$ cat src/rtl/mem_access_unit.sv
// mem_access_unit: MEM-stage load/store unit with big-endian lane steering,
// req/ack memory handshake with timeout, and registered MEM/WB outputs.
module mem_access_unit #(
    parameter int TIMEOUT = 255,
    parameter int TO_W = 8
) (
    input  logic        clk,
    input  logic        rst,
    input  logic        in_valid,
    input  logic        in_mem_read,
    input  logic        in_mem_write,
    input  logic [2:0]  in_store_type,
    input  logic [1:0]  in_load_type,
    input  logic        in_reg_wr,
    input  logic [31:0] in_addr,
    input  logic [31:0] in_wdata,
    output logic        stall,
    output logic        mem_req,
    output logic        mem_we,
    output logic [31:0] mem_addr,
    output logic [3:0]  mem_be,
    output logic [31:0] mem_wdata,
    input  logic        mem_ack,
    input  logic [31:0] mem_rdata,
    output logic        wb_valid,
    output logic [31:0] wb_din,
    output logic [1:0]  wb_load_type,
    output logic [1:0]  wb_load_byte,
    output logic        wb_reg_wr,
    output logic        addr_err,
    output logic        bus_err
);
    typedef enum logic {IDLE, WAIT} state_t;
    state_t state;
    logic [TO_W-1:0] cnt;
    logic ld, rw;
    logic [1:0] k;
    logic is_ld, is_st, st_ok, mis;
    logic [3:0] be;
    logic [31:0] wd;
    always_comb begin
        k = in_addr[1:0];
        is_ld = in_mem_read;
        is_st = in_mem_write & ~in_mem_read;
        st_ok = in_store_type <= 3'd4;
        mis = is_ld ? (in_load_type == 2'b10 && k != 2'd0)
                    : is_st & ((in_store_type == 3'd0 && k != 2'd0) || (in_store_type == 3'd1 && k[0]));
        // Byte offset 0 is the most significant lane (big-endian)
        be = in_store_type == 3'd0 ? 4'hf :
             in_store_type == 3'd1 ? (k[1] ? 4'h3 : 4'hc) :
             in_store_type == 3'd2 ? 4'h8 >> k :
             in_store_type == 3'd3 ? 4'hf >> k :
                                     4'hf << (2'd3 - k);
        wd = in_store_type == 3'd0 ? in_wdata :
             in_store_type == 3'd1 ? {2{in_wdata[15:0]}} :
             in_store_type == 3'd2 ? {4{in_wdata[7:0]}} :
             in_store_type == 3'd3 ? in_wdata >> {k, 3'b000} :
                                     in_wdata << {~k, 3'b000};
    end
    assign stall = state == WAIT;
    always_ff @(posedge clk) begin
        if (rst) begin
            state <= IDLE;
            cnt <= '0;
            ld <= 1'b0;
            rw <= 1'b0;
            mem_req <= 1'b0;
            mem_we <= 1'b0;
            mem_addr <= '0;
            mem_be <= '0;
            mem_wdata <= '0;
            wb_valid <= 1'b0;
            wb_din <= '0;
            wb_load_type <= '0;
            wb_load_byte <= '0;
            wb_reg_wr <= 1'b0;
            addr_err <= 1'b0;
            bus_err <= 1'b0;
        end else begin
            wb_valid <= 1'b0;
            addr_err <= 1'b0;
            bus_err <= 1'b0;
            if (state == IDLE) begin
                if (in_valid) begin
                    if (mis) begin
                        addr_err <= 1'b1;
                    end else if (is_ld | (is_st & st_ok)) begin
                        state <= WAIT;
                        cnt <= '0;
                        mem_req <= 1'b1;
                        mem_we <= is_st;
                        mem_addr <= {in_addr[31:2], 2'b00};
                        mem_be <= is_ld ? 4'hf : be;
                        mem_wdata <= is_ld ? 32'd0 : wd;
                        ld <= is_ld;
                        rw <= in_reg_wr;
                        wb_load_type <= in_load_type;
                        wb_load_byte <= k;
                    end else begin
                        wb_valid <= 1'b1;
                        wb_din <= in_addr;
                        wb_load_type <= in_load_type;
                        wb_load_byte <= k;
                        wb_reg_wr <= in_reg_wr & ~is_st;
                    end
                end
            end else if (mem_ack) begin
                state <= IDLE;
                mem_req <= 1'b0;
                wb_valid <= 1'b1;
                wb_din <= ld ? mem_rdata : 32'd0;
                wb_reg_wr <= ld & rw;
            end else if (cnt == TO_W'(TIMEOUT - 1)) begin
                state <= IDLE;
                mem_req <= 1'b0;
                bus_err <= 1'b1;
            end else begin
                cnt <= cnt + 1'b1;
            end
        end
    end
endmodule

$ cat config.mk
export PLATFORM = sky130hd
export DESIGN_NAME = mem_access_unit
export DESIGN_NICKNAME = d
export VERILOG_FILES = /design/src/rtl/mem_access_unit.sv
export SDC_FILE = /design/constraint.sdc
export NUM_CORES = 1
export LEC_CHECK = 0
export BUFFER_PORTS_ARGS = -buffer_cell sky130_fd_sc_hd__buf_2
export CELL_PAD_IN_SITES_DETAIL_PLACEMENT = 2
export CELL_PAD_IN_SITES_GLOBAL_PLACEMENT = 2
export CORE_ASPECT_RATIO = 0.8
export CORE_MARGIN = 2
export CORE_UTILIZATION = 30
export CTS_CLUSTER_DIAMETER = 200
export CTS_CLUSTER_SIZE = 16
export DETAILED_ROUTE_END_ITERATION = 10
export GPL_TIMING_DRIVEN = 1
export PLACE_DENSITY = 0.86
export SETUP_SLACK_MARGIN = 0.4
export SLEW_MARGIN = 20
export SYNTH_ARGS = -nofsm -noshare
export SYNTH_HDL_FRONTEND = slang
export SYNTH_SLANG_ARGS = --single-unit
$ cat constraint.sdc
create_clock -name clk -period 3 [get_ports clk]
set_input_delay 0.45 -clock clk [delete_from_list [all_inputs] [get_ports clk]]
set_output_delay 0.45 -clock clk [all_outputs]
set_load 0.03 [all_outputs]
==> out/qor.txt <==
Status -> complete, no violations
Max incr delay on CP -> 590 ps
Pre-antenna DRT Iters -> 5
Routed wire length -> 25300 µm
Drt initial violations -> 317
Placement Rows -> 45
Hold Fails Final Rpt -> 0
Post-CTS Setup Inserts -> 0
Register share of total power -> 36.1%
Worst-Skew Late Latency -> 420 ps
Yosys top cell area share -> 40.3%
Layout cell share with drive strength beyond 1 -> 32.1%
Combinational share of power -> 19.7%
Cell taking the most area after synthesis -> dfxtp_1
Area Overhead vs Synth -> 32.8%
Global route overflow -> 0
Crit path time final -> 2200 ps
Port bufs -> 216
Mapped Cells -> 703
Simple-Gate Fraction of Synth Area -> 18.0%
DR WL/cell -> 21.6 µm
Slew HR -> 39.1%
Dpl cells -> 1135
Die area -> 20900 µm²
Switching pwr -> 0.00152 W
Fin crit share -> 73.3%
Remaining DRCs -> 0
CP Class -> input pin to flop
Vias post-DR -> 6275
RSZ-0062 raised after global routing -> no
CP startpoint kind -> input pin
Die Ht -> 130 µm
Multiplexer area fraction after synthesis -> 11.9%
GR Util All Layers -> 23.9%
Post-Synth Adder-Cell Area -> 0.423%
Max clock buf depth -> 2
Final #Nets -> 1006
Clock share of power -> 44.2%
CTS Hold Buffers Added -> 0
Yosys reg bits -> 119
Detail Route Antenna Nets -> 0
Slew @ Worst Pin -> 913 ps
Fillers -> 2196
Antenna violations before repair -> 2
Post-synthesis compound-gate area fraction -> 23.3%
Hold Path Class -> input pin to flop
Largest family of logic cells by synthesized area -> compound AO/OA/AOI/OAI gates
Pint -> 0.00326 W
CP Capture Type -> flop
Max Cap Viol -> 0
CTS sink cnt -> 119
Crit Path Max Fanout -> 33
CTS tree -> yes
VDD IR-drop max -> 242 µV
Switching share of total power -> 31.8%
CTS root buffer -> clkbuf_16
Largest delay contributor family on the critical path -> buffers and inverters
Setup TNS -> 0 ps
Initial core utilization -> 30.9%
Cell area power density -> 608 nW/µm²
Ys Warns -> 0
Count of cell types in the netlist -> 53
TritonCTS Buffers -> 17
Clock Skews -> 18.3 ps
Mapped Avg Cell Area -> 8.41 µm²
LEAKAGE -> 3.64 nW
Htree depth -> 4
Top FF cell, synth -> dfxtp_1
DR vias/cell -> 5.36
Final setup violation count -> 0
First-pass GRT wire length -> 38600 µm
Max Clk Rate -> 455 MHz
Final non-filler cell total -> 1171
Synth Area in XOR/XNOR -> 0.444%
Routability congestion estimate -> 0.867
I/O pin cnt -> 219
Die X-Extent -> 161 µm
Buffers and inverters on the worst path -> 2
Slowest CP cell -> o2111ai_1
Largest net degree at the start of global routing -> 83
CP required -> 3260 ps
Max Slew Vio Count -> 0
Number of global-route vias before repair -> 6605
Post-synth EDFFs -> 0
Async set or reset register ratio after synthesis -> 0%
Synth top area cells -> dfxtp_1 40%, mux2i_1 8.8%, nor2_1 5.6%
WP data arrival -> 2460 ps
Total core area -> 19100 µm²
Synth top cells by count -> 119 x dfxtp_1, 88 x nor2_1, 67 x nand2_1
Fin Hold WS -> 275 ps
HPWL after detailed placement -> 17600 µm
Sequential share of the synthesized area -> 40.3%
Mapped cell area -> 5910 µm²
Critical path cell sequence -> buf_2 -> nor2b_1 -> o2111ai_1 -> nand3_4 -> buf_12 -> mux2i_1 -> nor2_1
Count leader, synth -> dfxtp_1
CTS resizes -> 0
Clk slew on worst S/H paths -> 60 ps
[final timing paths]
kind | from | to | slack (ps) | depth (start not counted)
setup / recovery | in_store_type[0] | mem_addr[8]$_SDFFE_PP0P_ | 800 | 7
hold / removal | in_addr[21] | mem_addr[21]$_SDFFE_PP0P_ | 270 | 3
setup reg to reg | stall$_SDFF_PP0_ | cnt[1]$_SDFFE_PP0P_ | 830 | 5
hold reg to reg | mem_wdata[20]$_SDFFE_PP0P_ | mem_wdata[20]$_SDFFE_PP0P_ | 440 | 2
[registers in the layout (all words and copies together), names as in the netlist]
name and flops:
wb_load_type 2, mem_wdata 32, mem_we 1, stall 1, cnt 8, mem_req 1
wb_valid 1, mem_addr 30, addr_err 1, wb_din 32, mem_be 4, wb_reg_wr 1
rw 1, ld 1, wb_load_byte 2, bus_err 1
[worst reg2reg max path, stage by stage, from the launching register on]
cell and delay, ps:
dfxtp_1 340, buf_4 430, nor2b_1 390, o21ai_0 390
or2_2 400, a21oi_1 140
[cell families after synthesis]
family	count (synthesis)
muxes	68
and+or+nand+nor	234
DFF	119
AOI/OAI and AO/OA	198
buffers and inverters	78
adders and majority gates	2
other	1
xor gates and xnor gates	3
[through the flow]
step                      utilization (%)  power (W)  area (µm²)  worst slack (ps)
after floorplan                         -    0.00233        5920               971
after global placement               37.8    0.00265        7240               647
after detailed placement             37.8    0.00268        7240               439
after CTS                            40.9    0.00483        7840               838
after global routing                 41.0    0.00497        7850               645
final                                41.0    0.00477        7850               801
[cells in the final DEF, fill, tap and decap left out, types with 7 or more instances in the layout]
| cell type | n |
|---|---|
| a32oi_1 | 8 |
| a222oi_1 | 8 |
| a221oi_1 | 17 |
| nor2_1 | 87 |
| buf_2 | 216 |
| o31ai_1 | 8 |
| a22oi_1 | 9 |
| inv_1 | 17 |
| nand3_1 | 7 |
| dfxtp_1 | 119 |
| mux2_2 | 16 |
| o21ai_0 | 35 |
| mux2i_1 | 52 |
| buf_4 | 15 |
| clkbuf_16 | 17 |
| a21oi_1 | 48 |
| nor2b_1 | 36 |
| nand2_1 | 67 |
| a211oi_1 | 34 |
| a221o_1 | 8 |
| nor3_1 | 15 |
[final cells by class]
class	count	area (µm²)	area share (%)
Inverter	17	63.8	0.812
Clock inverter	14	161	2.06
Sequential cell	119	2380	30.3
Tap cell	258	323	4.11
Multi-Input combinational cell	507	3220	41.0
Antenna cell	4	10.0	0.127
Clock buffer	18	439	5.59
Timing Repair Buffer	234	1250	16.0
[per-layer routing]
layer  track usage, %  part of all wire, %
met1             30.5                   44
met2             40.1                   48
met3             5.73                  5.6
met4             7.77                  2.0
met5                0                    0
[power by group through the flow]
stage,Clock (W),Combinational [W],Sequential (W)
after global placement,0,0.000899,0.00175
after global routing,0.00222,0.00101,0.00173
after detailed placement,0,0.000925,0.00175
after floorplan,0,0.000413,0.00192
after CTS,0.00216,0.000943,0.00172
final,0.00211,0.000942,0.00172
Note: power is estimated with default switching activity, not from simulation.
